## src/rtl/mem_port_arbiter.sv

```systemverilog
// Two-requester round-robin arbiter for a picorv32-style valid/ready memory port.
// Downstream request and upstream response are registered; a watchdog faults hung accesses.
module mem_port_arbiter #(
  parameter int TIMEOUT = 255,
  parameter int CNT_W   = 8
) (
  input  logic        clk,
  input  logic        reset,
  input  logic        s0_valid,
  input  logic        s0_instr,
  input  logic [31:0] s0_addr,
  input  logic [31:0] s0_wdata,
  input  logic [3:0]  s0_wstrb,
  output logic        s0_ready,
  output logic [31:0] s0_rdata,
  output logic        s0_fault,
  input  logic        s1_valid,
  input  logic        s1_instr,
  input  logic [31:0] s1_addr,
  input  logic [31:0] s1_wdata,
  input  logic [3:0]  s1_wstrb,
  output logic        s1_ready,
  output logic [31:0] s1_rdata,
  output logic        s1_fault,
  output logic        mem_valid,
  output logic        mem_instr,
  output logic [31:0] mem_addr,
  output logic [31:0] mem_wdata,
  output logic [3:0]  mem_wstrb,
  input  logic        mem_ready,
  input  logic [31:0] mem_rdata,
  output logic        grant,
  output logic        busy,
  output logic [1:0]  dbg_state
);

  typedef enum logic [1:0] {
    IDLE = 2'd0,
    BUSY = 2'd1,
    RESP = 2'd2
  } state_t;

  localparam logic [CNT_W-1:0] LIMIT = CNT_W'(TIMEOUT - 1);

  state_t           state, state_next;
  logic [CNT_W-1:0] cnt;
  logic             last_served;
  logic             sel_load;
  logic             sel_port;
  logic             done_ok;
  logic             done_fault;

  // Handshake: a requester holds valid until its one-cycle ready pulse;
  // downstream, mem_valid stays high in BUSY until mem_ready or watchdog expiry.
  always_ff @(posedge clk) begin
    if (reset) state <= IDLE;
    else       state <= state_next;
  end

  always_comb begin
    state_next = state;
    sel_load   = 1'b0;
    sel_port   = 1'b0;
    done_ok    = 1'b0;
    done_fault = 1'b0;
    case (state)
      IDLE: begin
        if (s0_valid || s1_valid) begin
          sel_load   = 1'b1;
          sel_port   = (s0_valid && s1_valid) ? ~last_served : s1_valid;
          state_next = BUSY;
        end
      end
      BUSY: begin
        // Ready wins over a watchdog expiry in the same cycle.
        if (mem_ready) begin
          done_ok    = 1'b1;
          state_next = RESP;
        end else if ((TIMEOUT != 0) && (cnt == LIMIT)) begin
          done_fault = 1'b1;
          state_next = RESP;
        end
      end
      RESP:    state_next = IDLE;
      default: state_next = IDLE;
    endcase
  end

  always_ff @(posedge clk) begin
    if (reset) begin
      mem_valid   <= 1'b0;
      mem_instr   <= 1'b0;
      mem_addr    <= '0;
      mem_wdata   <= '0;
      mem_wstrb   <= '0;
      grant       <= 1'b0;
      cnt         <= '0;
      last_served <= 1'b1;
      s0_ready    <= 1'b0;
      s0_rdata    <= '0;
      s0_fault    <= 1'b0;
      s1_ready    <= 1'b0;
      s1_rdata    <= '0;
      s1_fault    <= 1'b0;
    end else begin
      s0_ready <= 1'b0;
      s0_fault <= 1'b0;
      s1_ready <= 1'b0;
      s1_fault <= 1'b0;
      if (sel_load) begin
        mem_valid <= 1'b1;
        mem_instr <= sel_port ? s1_instr : s0_instr;
        mem_addr  <= sel_port ? s1_addr  : s0_addr;
        mem_wdata <= sel_port ? s1_wdata : s0_wdata;
        mem_wstrb <= sel_port ? s1_wstrb : s0_wstrb;
        grant     <= sel_port;
        cnt       <= '0;
      end
      if (state == BUSY && !done_ok && !done_fault) cnt <= cnt + 1'b1;
      if (done_ok || done_fault) begin
        mem_valid   <= 1'b0;
        last_served <= grant;
        if (grant == 1'b0) begin
          s0_ready <= 1'b1;
          s0_fault <= done_fault;
          s0_rdata <= done_ok ? mem_rdata : 32'd0;
        end else begin
          s1_ready <= 1'b1;
          s1_fault <= done_fault;
          s1_rdata <= done_ok ? mem_rdata : 32'd0;
        end
      end
    end
  end

  assign busy      = (state != IDLE);
  assign dbg_state = state;

endmodule
```

## config.mk

```make
export PLATFORM = sky130hd
export DESIGN_NAME = mem_port_arbiter
export DESIGN_NICKNAME = d
export VERILOG_FILES = /design/src/rtl/mem_port_arbiter.sv
export SDC_FILE = /design/constraint.sdc
export NUM_CORES = 1
export LEC_CHECK = 0
export ABC_AREA = 0
export BUFFER_PORTS_ARGS = -buffer_cell sky130_fd_sc_hd__buf_2
export CORE_MARGIN = 2
export CORE_UTILIZATION = 41
export DETAILED_ROUTE_END_ITERATION = 16
export PLACE_DENSITY = 0.86
export SLEW_MARGIN = 25
export SYNTH_ARGS = -nofsm -noshare
export SYNTH_HDL_FRONTEND = slang
export SYNTH_SLANG_ARGS = --single-unit
```

## constraint.sdc

```tcl
create_clock -name clk -period 1.5 [get_ports clk]
set_input_delay 0.075 -clock clk [delete_from_list [all_inputs] [get_ports clk]]
set_output_delay 0.075 -clock clk [all_outputs]
set_load 0.005 [all_outputs]
```

# Word level (Yosys, flattened, before mapping)
# Index checks and enable logic that the tools add are counted.
[totals]
reg_bits = 150
inputBits = 175
out_inout_bits = 142
wordCells = 63
[op_classes]
add_sub_neg = 1
n_eq_ne = 4
mux = 23
bitwise = 3
n_reduce_logical = 17
[op_table]
columns = ["operator", "n"]
rows = [
  ["32-bit 2-to-1 mux", 3],
  ["8-bit 2-to-1 mux", 2],
  ["1-bit 2-to-1 mux", 13],
  ["8-bit by 1-bit adder with 8-bit output (second input constant)", 1],
  ["8-bit equality test (second input constant)", 1],
  ["2-bit 2-to-1 mux", 3],
  ["2-bit AND reduction", 3],
  ["3-bit OR reduction", 2],
  ["4-bit 2-to-1 mux", 1],
  ["2-bit case mux with 2 select lines", 1],
  ["2-bit nonzero test", 2],
  ["2-bit OR reduction", 2],
  ["1-bit logical AND", 3],
  ["3-bit inequality test (second input constant)", 1],
  ["1-bit NOT", 3],
  ["2-bit by 1-bit equality test with 1-bit output (second input constant)", 1],
  ["1-bit logical NOT", 2],
  ["2-bit logical NOT", 1],
  ["1-bit logical OR", 2],
  ["2-bit inequality test (second input constant)", 1],
]

# Longest topological paths before layout
# Gate-level depths: netlist (run 1).
[logic_depth]
ltp_word = 7
depth_mapped = 8
depth_no_buf = 6

# Worst setup path before layout (run 1)
# No wires, ideal clock.
[synth_timing]
path_kind = "register to register"
startpoint = "register cnt[0]"
endpoint = "register s1_rdata[0]"
setup_time_ns = 0.091
arrival_ns = 1.500
required_time_ns = 1.409
slack_ns = -0.091
stages_incl_launch_ff = 9
n_path_buf = 2
synth_period_minus_slack_ns = 1.591
cell_sequence = "dfxtp_1 inv_1 ha_1 nand4_1 o21bai_1 and2_1 buf_2 buf_4 a311oi_1"
[synth_via]
elab_chain_len = 6
[synth_lines]
columns = ["item", "line_no", "rtl"]
rows = [
  ["start, declared", "46", "logic [CNT_W-1:0] cnt;"],
  ["start signal, assigned", "119", "if (state == BUSY && !done_ok && !done_fault) cnt <= cnt + 1'b1;"],
  ["8-bit equality test", "79", "end else if ((TIMEOUT != 0) && (cnt == LIMIT)) begin"],
  ["1-bit 2-to-1 mux", "79", ""],
  ["1-bit 2-to-1 mux", "76", "if (mem_ready) begin"],
  ["1-bit 2-to-1 mux", "66", "case (state)"],
  ["1-bit logical OR", "120", "if (done_ok || done_fault) begin"],
  ["2-bit AND reduction (no line)", "--", ""],
  ["end signal, assigned", "130", "s1_rdata <= done_ok ? mem_rdata : 32'd0;"],
  ["end, declared", "23", "output logic [31:0] s1_rdata,"],
]
# No other way between the ends.
# A chain may end at the register's enable or synchronous reset.

# Final worst setup path (run 1)
[layout_timing]
startpoint = "register cnt[0]"
endpoint = "register s0_rdata[23]"
[layout_via]
elab_chain_len = 6
[layout_lines]
columns = ["item", "line_no", "rtl"]
rows = [
  ["8-bit equality test", "79", ""],
  ["1-bit 2-to-1 mux", "79", ""],
  ["1-bit 2-to-1 mux", "76", ""],
  ["1-bit 2-to-1 mux", "66", ""],
  ["1-bit logical OR", "120", ""],
  ["2-bit AND reduction (no line)", "--", ""],
  ["end signal, assigned", "126", "s0_rdata <= done_ok ? mem_rdata : 32'd0;"],
  ["end, declared", "15", "output logic [31:0] s0_rdata,"],
]
# No other way between the ends.

==> results of run 1 <==
Yosys cell counts, drive strengths merged:
| cell type | count |
|---|---|
| inv | 4 |
| o21a | 1 |
| a311oi | 32 |
| o21ai | 5 |
| or3b | 1 |
| nor3 | 2 |
| nand3 | 9 |
| nand2b | 3 |
| nor2 | 9 |
| and2 | 3 |
| nor2b | 1 |
| nand4 | 1 |
| or4 | 1 |
| a22o | 32 |
| nor3b | 73 |
| a21oi | 107 |
| and4 | 1 |
| nor4b | 1 |
| o22ai | 69 |
| o311ai | 1 |
| or3 | 2 |
| and3 | 4 |
| o21bai | 1 |
| mux2i | 1 |
| buf | 28 |
| clkbuf | 45 |
| a211oi | 2 |
| nand4b | 2 |
| dfxtp | 150 |
| ha | 2 |
| a31oi | 3 |
| nand2 | 107 |
flip-flops by register name (all words and copies together) (netlist names):
register	count
s0_rdata	32
grant	1
mem_valid	1
mem_instr	1
s1_fault	1
s0_ready	1
s1_rdata	32
s1_ready	1
mem_addr	32
mem_wdata	32
dbg_state	2
s0_fault	1
last_served	1
mem_wstrb	4
cnt	8
metrics by stage:
stage	instance area [sq um]	setup TNS (ps)	total power [mW]
after floorplan	6190	-0.621	5.47
after detailed placement	8150	-4250	6.41
after global placement	8150	-133	6.36
after global routing	10200	-12060	11.3
after CTS	9750	-2660	10.6
final	10200	-7190	10.9
timing repair:
action                                  CTS  global route
gates resized for setup                   9            55
gates cloned                              0             8
endpoints found under the setup margin  106            86
pin swaps                                 0             7
hold endpoints to repair                135             0
hold buffers                            102             0
buffers inserted                          0             6
logic make-up (layout without fill, tap and decap cells):
| kind of cell | after synthesis | count (layout) |
|---|---|---|
| other cells | 0 | 2 |
| flops | 150 | 150 |
| fa+ha+maj | 2 | 2 |
| simple gates | 220 | 220 |
| buf+inv | 77 | 506 |
| mux | 1 | 1 |
| compound gates | 253 | 253 |
final cells by class:
type                            instances  area (sq um)  share of cell area
Sequential cell                       150          3010               0.294
Clock inverter                         15           118              0.0115
Clock buffer                           17           425              0.0415
Tap cell                              184           230              0.0225
Inverter                                4          20.0             0.00195
Multi-Input combinational cell        476          3130               0.305
Antenna cell                            2          5.00            0.000488
Timing Repair Buffer                  470          3310               0.323
routing by layer:
metal | track usage | vias to the layer above | share of wire
met4 | 0.160 | 0 | 0.058
met3 | 0.0860 | 151 | 0.085
met2 | 0.493 | 523 | 0.49
met5 | 0 | - | 0
li1 | - | 3446 | -
met1 | 0.310 | 3664 | 0.36
final timing paths:
path         slack [ps]                   endpoint                      from  cells past startpoint
min                  90  mem_addr[22]$_SDFFE_PP0P_               s1_addr[22]                      4
min reg2reg         450   mem_addr[8]$_SDFFE_PP0P_  mem_addr[8]$_SDFFE_PP0P_                      2
max                -190  s0_rdata[23]$_SDFFE_PP0P_       cnt[0]$_SDFFE_PP0P_                      8
max reg2reg        -190  s0_rdata[23]$_SDFFE_PP0P_       cnt[0]$_SDFFE_PP0P_                      8
power by group through the flow:
stage / logic, mW / registers, mW / clock network [mW]
floorplan: 0.956 / 4.51 / 0
global placement: 1.88 / 4.48 / 0
detailed placement: 1.91 / 4.49 / 0
CTS: 2.14 / 4.41 / 4.02
global route: 2.65 / 4.45 / 4.19
finish: 2.48 / 4.43 / 4.00
critical path, delay by kind of cell (launching register included):
kind,cells,cell delay [ps]
AO/OA/AOI/OAI,3,570
adder cells (fa/ha/maj),1,120
buffers and inverters,3,430
flip-flops,1,330
AND/OR/NAND/NOR,1,130
==> summary.txt, run 1 <==
Logic synthesis
  – Xor/xnor share of the synthesized area: 0
  – Post-Synth Adder-Cell Area: 0.00406
  – Multiplexer share of the synthesized area: 0.00162
  – Compound-Gate Fraction of Synth Area: 0.261
  – Register area share after synthesis: 0.487
  – Cell variety after synth: 37
  – Post-Synth Simple-Gate Area: 0.192
  – Synthesized cell area: 6170 sq um
  – Post-Synthesis Net Count: approximately 900
  – Flops & latches, synth: 150
  – Ys Warns: 0
  – Main combinational cell family by area after synthesis: compound AO/OA/AOI/OAI gates
  – Cells after Synth: 703
  – Share of the synthesized area in the top cell type: 0.487
  – Most area-consuming cells after synthesis: dfxtp_1 (49%), nor3b_1 (8.8%), a21oi_1 (8.7%), o22ai_1 (7.0%), nand2_1 (6.5%)
  – Syn avg cell area: 8.78 sq um
  – Cell taking the most area after synthesis: dfxtp_1

Run status
  – Run status: finished with violations
  – Violated checks: negative setup slack

Placement
  – Gpl congestion: 0.902
  – Worst slack at placement: -91.8 ps
  – IO buf count: about 320
  – Placed cells: 1168
  – Post-detail-place hpwl: approximately 14000 um

Pwr
  – Worst vdd ir: ~1.2 mV
  – P_int: 7.62 mW
  – LEAKAGE: 4.42 nW
  – Cell area power density: ~1100 nW/um^2
  – Part of the power in registers: 0.406
  – Clock share of power: 0.367
  – Sw frac: 0.301
  – Gate power share: 0.227
  – Net Switching: between 3 and 4 mW

Routing
  – Vias per inst: about 5.9
  – Final WL: 26300 um
  – Drt initial violations: 512
  – Post-route ant nets: 0
  – Avg WL per Cell: 20.0 um
  – DR DRC count: 0
  – First drt pass iteration count: 6
  – Via count of the routed design: 7784

Clocking
  – CTS sink count: 150
  – Cts bufs inserted: 17
  – CTS tree: built
  – H-tree Lvls: 4
  – Reg clk slew, reported paths: 70 ps
  – CTS root buffer: clkbuf_16
  – Clock buffer depth: 2
  – Worst skew pair latency: roughly 420 ps

Flow run
  – Max_cap viols: 0

Timing
  – Worst Max-Slew Pin Slew: 500 ps
  – Post-layout min period: 1690 ps
  – Endpoints failing setup: 73
  – Worst rel slew slack: 0.667
  – Final Max Slew Viols: 0
  – Post-route worst setup slack: -191 ps
  – Fmax: 0.591 GHz
  – Final period util: 1.13
  – Fin. Hold Viols: 0
  – Final Skew: ~13 ps
  – Setup repair after global routing missed its margin: true
  – Worst hold margin: a little over 90 ps

Die
  – Die area: 16000 sq um
  – Initial core utilization: 0.421
  – Core Box Area: 14600 sq um
  – Die Y: 127 um
  – I/O Pins: between 300 and 400
  – Core Rows: 44
  – Die Wd: approximately 130 um

Critical path
  – Req. time, crit path: 1800 ps
  – Worst EP arrival: 1990 ps
  – Max incr delay on CP: 330 ps
  – Worst setup SP type: flop
  – CP cell instances: inv_2 > ha_4 > nand4_1 > o21bai_1 > buf_4 > a31oi_4 > buf_12 > a22o_1
  – Crit-path slowest cell: dfxtp_2
  – Kind of end point of the critical path: flop
  – Largest fanout on the critical path: 32
  – Crit Path Category: flop to flop

Global route
  – Grt ovf: 0
  – GRT Util Overall: 0.284
  – Largest net degree at the start of global routing: 69
  – Vias in the first global route: between 7k and 8k
  – First-pass GRT wire length: 36700 um
  – Initial antenna violation count: 2

Final layout
  – Layout Cells excl Fill: 1318
  – Area delta synth->final: 66.1%
  – Most common cell after layout, fill and taps aside: buf_2
  – Most frequent cells in the layout: buf_2 (315), dfxtp_1 (146), nand2_1 (106), a21oi_1 (106), dlygate4sd3_1 (102)
  – Nets: 1296
  – # fillers: a little over 1k
  – Finished Core Util: 0.700
  – Layout cells sized above 1: 0.406

Hold path
  – Worst Hold Class: primary input to flop
(Power assumes the default switching activity.)
==> inputs of run 2 (changes only) <==
--- a/config.mk
+++ b/config.mk
@@ -7,9 +7,9 @@
 export LEC_CHECK = 0
 export ABC_AREA = 0
 export BUFFER_PORTS_ARGS = -buffer_cell sky130_fd_sc_hd__buf_2
-export CORE_MARGIN = 2
-export CORE_UTILIZATION = 41
+export CORE_AREA = 2 2 123 125
 export DETAILED_ROUTE_END_ITERATION = 16
+export DIE_AREA = 0 0 125 127
 export PLACE_DENSITY = 0.86
 export SLEW_MARGIN = 25
 export SYNTH_ARGS = -nofsm -noshare
==> constraint.sdc (replaced) <==
create_clock -name clk -period 1.9 [get_ports clk]
set_input_delay 0.095 -clock clk [delete_from_list [all_inputs] [get_ports clk]]
set_output_delay 0.095 -clock clk [all_outputs]
set_load 0.005 [all_outputs]
==> run 2 against run 1 <==
The flow now finishes without violations; via count shrank 7.1%; die area down 1.1%; largest cell class is now registers; register-to-register slack better by 270 ps.
==> summary.txt, run 2 (synthesis gave the netlist of run 1 again) <==
Timing
  – Post-route worst setup slack: 82.9 ps
  – Final period util: 0.956
  – Fin. Hold Viols: 0
  – Worst hold margin: 14.9 ps
  – Worst Max-Slew Pin Slew: between 700 and 800 ps
  – Endpoints failing setup: 0
  – Worst rel slew slack: 0.468
  – Final Max Slew Viols: 0
  – Final Skew: 8.70 ps
  – Setup repair after global routing missed its margin: true
  – Fmax: 0.550 GHz
  – Post-layout min period: roughly 1800 ps

Pwr
  – Net Switching: 2.31 mW
  – Cell area power density: 892 nW/um^2
  – Clock share of power: 0.396
  – Gate power share: 0.192
  – Part of the power in registers: 0.412
  – Sw frac: 0.273
  – Worst vdd ir: 0.755 mV
  – LEAKAGE: 4.10 nW
  – P_int: 6.14 mW

Die
  – Core Rows: 44
  – Core Box Area: between 10000 and 15000 sq um
  – Die area: 15900 sq um
  – I/O Pins: 317
  – Initial core utilization: 0.428
  – Die Y: 127 um
  – Die Wd: 125 um

Clocking
  – Clock buffer depth: 2
  – H-tree Lvls: 4
  – Cts bufs inserted: 17
  – CTS tree: built
  – Reg clk slew, reported paths: approximately 60 ps
  – CTS root buffer: clkbuf_16
  – CTS sink count: 150
  – Worst skew pair latency: about 420 ps
  – Resize count post-CTS: 0
  – Setup bufs post-CTS: 0

Global route
  – Initial antenna violation count: 4
  – Vias in the first global route: about 7k
  – First-pass GRT wire length: 35400 um
  – Grt ovf: 0
  – Largest net degree at the start of global routing: 71
  – GRT Util Overall: 0.273

Final layout
  – # fillers: 1105
  – Area delta synth->final: 53.4%
  – Most common cell after layout, fill and taps aside: buf_2
  – Most frequent cells in the layout: buf_2 (315), dfxtp_1 (150), nand2_1 (107), a21oi_1 (107), dlygate4sd3_1 (91)
  – Layout cells sized above 1: 0.345
  – Nets: 1255
  – Cell area after layout: 9470 sq um

Placement
  – Gpl congestion: 0.840
  – Area post-placement: 7960 sq um
  – IO buf count: about 320
  – Post-detail-place hpwl: 13700 um
  – Worst slack at placement: about 150 ps

Routing
  – Drt initial violations: 525
  – DR DRC count: 0
  – Vias per inst: 5.65
  – Via count of the routed design: 7228
  – Post-route ant nets: 0
  – Final WL: 22700 um
  – First drt pass iteration count: 5
  – Avg WL per Cell: 17.7 um

Flow run
  – Max_cap viols: 0

Critical path
  – Req. time, crit path: about 2200 ps
  – Kind of end point of the critical path: flop
  – Worst setup SP type: flop
  – Worst EP arrival: 2120 ps
  – Largest fanout on the critical path: 32
  – Crit Path Category: flop to flop

Run status
  – Run status: completed

Hold path
  – Worst Hold Class: primary input to flop
==> run 2: changes by cell type in the layout (fill, tap and decap cells not counted), sizes merged <==
| cell | change |
|---|---|
| buf | -23 |
| bufinv | +2 |
| clkbuf | -2 |
| diode | +3 |
| dlygate4sd3 | -11 |
| inv | -7 |
==> run 2: layout make-up <==
| cell class | count | area [sq um] | area share |
|---|---|---|---|
| timing repair buffer | 429 | 2760 | 0.292 |
| sequential | 150 | 3000 | 0.317 |
| tap | 184 | 230 | 0.0243 |
| clock buffer | 22 | 464 | 0.0490 |
| inverter | 4 | 15.0 | 0.00159 |
| clock inverter | 10 | 123 | 0.0130 |
| antenna | 5 | 12.5 | 0.00132 |
| multi-input combinational | 476 | 2860 | 0.302 |
==> run 2: worst max-delay path, stage by stage, from the launching register on <==
cell and delay (ps):
dfxtp_1 340, inv_1 90, ha_1 140, nand4_1 200
o21bai_1 320, a31oi_2 120, buf_4 250, a22o_1 230
==> run 2: metrics by stage <==
| step | TNS [ps] | utilization | cells | total power, mW |
|---|---|---|---|---|
| 2_1_floorplan | 0 | - | 703 | 4.31 |
| 3_3_place_gp | 0 | 0.552 | 1152 | 4.93 |
| 3_5_place_dp | 0 | 0.552 | 1152 | 4.96 |
| 4_1_cts | 0 | 0.655 | 1275 | 8.42 |
| 5_1_grt | -1250 | 0.656 | 1277 | 8.77 |
| 6_report | 0 | 0.656 | 1280 | 8.45 |
==> run 2: path summary, 6_finish.rpt <==
kind                                                   to  slack (ps)  cells past startpoint                     start
worst max-delay path            s0_rdata[14]$_SDFFE_PP0P_          80                      7       cnt[0]$_SDFFE_PP0P_
worst min-delay path            mem_addr[27]$_SDFFE_PP0P_          10                      3               s0_addr[27]
worst max register to register  s0_rdata[14]$_SDFFE_PP0P_          80                      7       cnt[0]$_SDFFE_PP0P_
worst min register to register   mem_addr[0]$_SDFFE_PP0P_         450                      2  mem_addr[0]$_SDFFE_PP0P_
==> run 2: per-layer routing <==
metal	GRT usage	vias up	part of all wire
li1	-	3356	-
met1	0.306	3388	0.38
met2	0.478	387	0.51
met3	0.0678	97	0.065
met4	0.152	0	0.052
met5	0	-	0
==> run 2: timing repair <==
action                                  CTS  global route
endpoints found under the setup margin    0            64
endpoints found under the hold margin   123             0
hold buffers                             91             0
==> run 2: power by group through the flow <==
stage                     Combinational (mW)  Sequential (mW)  Clock, mW
after floorplan                        0.749             3.56          0
after global routing                    1.76             3.51       3.51
final                                   1.62             3.48       3.34
after global placement                  1.40             3.53          0
after CTS                               1.57             3.48       3.37
after detailed placement                1.42             3.54          0
==> inputs of run 3 (changes only) <==
--- a/config.mk
+++ b/config.mk
@@ -7,10 +7,9 @@
 export LEC_CHECK = 0
 export ABC_AREA = 0
 export BUFFER_PORTS_ARGS = -buffer_cell sky130_fd_sc_hd__buf_2
-export CORE_AREA = 2 2 123 125
+export CORE_MARGIN = 2
+export CORE_UTILIZATION = 29
 export DETAILED_ROUTE_END_ITERATION = 16
-export DIE_AREA = 0 0 125 127
-export PLACE_DENSITY = 0.86
 export SLEW_MARGIN = 25
 export SYNTH_ARGS = -nofsm -noshare
 export SYNTH_HDL_FRONTEND = slang
==> constraint.sdc (replaced) <==
create_clock -name clk -period 2.18 [get_ports clk]
set_input_delay 0.109 -clock clk [delete_from_list [all_inputs] [get_ports clk]]
set_output_delay 0.109 -clock clk [all_outputs]
set_load 0.005 [all_outputs]
==> run 3 against run 2 <==
Utilization fell by 20 points; critical endpoint is now busy; via count decreased by 7.4%; global-route usage decreased by 8.3 points; final area up 0.63%.
==> summary.txt, run 3 (synthesis gave the netlist of run 1 again) <==
Timing
  – Endpoints failing setup: 0
  – Final period util: 0.924
  – Final setup TNS: 0 ps
  – Final Skew: 10.2 ps
  – Post-layout min period: 2010 ps
  – Fin. Hold Viols: 0
  – Final Max Slew Viols: 0
  – Worst rel slew slack: 0.353
  – Fmax: 0.496 GHz
  – Setup repair after global routing missed its margin: false
  – Worst Max-Slew Pin Slew: 967 ps

Routing
  – Drt initial violations: 350
  – Avg WL per Cell: 16.2 um
  – DR DRC count: 0
  – Final WL: 22000 um
  – Vias per inst: 4.94
  – First drt pass iteration count: 4
  – Post-route ant nets: 0
  – Via count of the routed design: 6694

Critical path
  – CP cell instances: nor2_1 > inv_2 > buf_4 > buf_2
  – Kind of end point of the critical path: output pin
  – Worst setup SP type: flop
  – CP delay by family, top: buffers and inverters
  – Crit Path Category: flop to output pin
  – CP bufs+invs: 3
  – Worst EP arrival: 1910 ps
  – Req. time, crit path: about 2100 ps
  – Max incr delay on CP: approximately 560 ps
  – Crit-path slowest cell: buf_4
  – Largest fanout on the critical path: 70

Die
  – I/O Pins: approximately 320
  – Initial core utilization: 0.294
  – Die area: between 20000 and 25000 sq um
  – Die Wd: 150 um
  – Core Rows: 53
  – Core Box Area: 21000 sq um
  – Die Y: 150 um

Pwr
  – Worst vdd ir: 0.472 mV
  – LEAKAGE: 4.08 nW
  – Cell area power density: 786 nW/um^2

Clocking
  – Cts bufs inserted: 17
  – CTS sink count: 150
  – Resize count post-CTS: 0
  – Worst skew pair latency: 420 ps
  – Setup bufs post-CTS: 0
  – Reg clk slew, reported paths: 60 ps
  – CTS tree: built
  – H-tree Lvls: 4
  – Clock buffer depth: 2
  – CTS root buffer: clkbuf_16

Flow run
  – Max_cap viols: 0

Final layout
  – Area delta synth->final: 54.4%
  – Most common cell after layout, fill and taps aside: buf_2
  – Multi-input logic area: 2860 sq um
  – Most frequent cells in the layout: buf_2 (315), dfxtp_1 (150), nand2_1 (107), a21oi_1 (107), dlygate4sd3_1 (88)
  – Nets: 1245
  – Register area: 3000 sq um
  – # fillers: 2093
  – Layout cells sized above 1: 0.344
  – Layout Cells excl Fill: 1356

Global route
  – Vias in the first global route: 6390
  – GRT Util Overall: 0.190
  – First-pass GRT wire length: 33900 um
  – Grt ovf: 0
  – Largest net degree at the start of global routing: between 100 and 150
  – Initial antenna violation count: 1

Hold path
  – Worst Hold Class: primary input to flop

Placement
  – IO buf count: 316
  – Gpl congestion: about 0.87
  – Post-detail-place hpwl: 14300 um
  – Placed cells: 1236

Run status
  – Run status: completed
run 3: area by class of cell:
cell class / instances / area share
Timing Repair Buffer: 419 / 0.282
Tap cell: 275 / 0.0361
Clock inverter: 13 / 0.0183
Multi-Input combinational cell: 476 / 0.300
Sequential cell: 150 / 0.315
Antenna cell: 1 / 0.000263
Clock buffer: 18 / 0.0461
Inverter: 4 / 0.00158
run 3: metal layers:
metal / vias up / GRT usage / share of wire
met5: - / 0 / 0
met4: 0 / 0.0792 / 0.032
met3: 51 / 0.0479 / 0.050
met2: 211 / 0.309 / 0.49
met1: 3095 / 0.239 / 0.43
li1: 3337 / - / -
run 3: report_power, final:
group / total (mW) / internal [mW] / switching (mW)
registers: 3.03 / 2.93 / 0.0966
logic: 1.39 / 0.651 / 0.737
clock network: 3.07 / 1.85 / 1.22
run 3: path summary, 6_finish.rpt:
check                                                start                          to  slack [ps]  depth (start not counted)
worst max-delay path             dbg_state[1]$_SDFFE_PP0P_                        busy         170                          4
worst max register to register   dbg_state[1]$_SDFFE_PP0P_  mem_wdata[16]$_SDFFE_PP0P_         390                          6
worst min-delay path                            s0_addr[5]    mem_addr[5]$_SDFFE_PP0P_          10                          3
worst min register to register  mem_wdata[21]$_SDFFE_PP0P_  mem_wdata[21]$_SDFFE_PP0P_         450                          2
run 3: tightest hold or removal path: stages:
cell and delay, ps:
buf_2 80, o22ai_1 90, a21oi_1 120
run 3: timing repair:
item / 4_1_cts / 5_1_grt
hold buffers: 88 / 0
setup endpoints to repair: 0 / 0
hold endpoints to repair: 122 / 0
run 3: per-stage QoR:
stage	setup WS, ps	utilization	power (mW)	hold WS, ps	area (sq um)
final	165	0.455	7.48	12.8	9530
after global routing	24.2	0.455	7.84	19.3	9530
after CTS	155	0.455	7.57	0.998	9520
after global placement	480	0.383	4.34	356	8030
after detailed placement	419	0.383	4.35	365	8030
after floorplan	589	-	3.76	242	6170
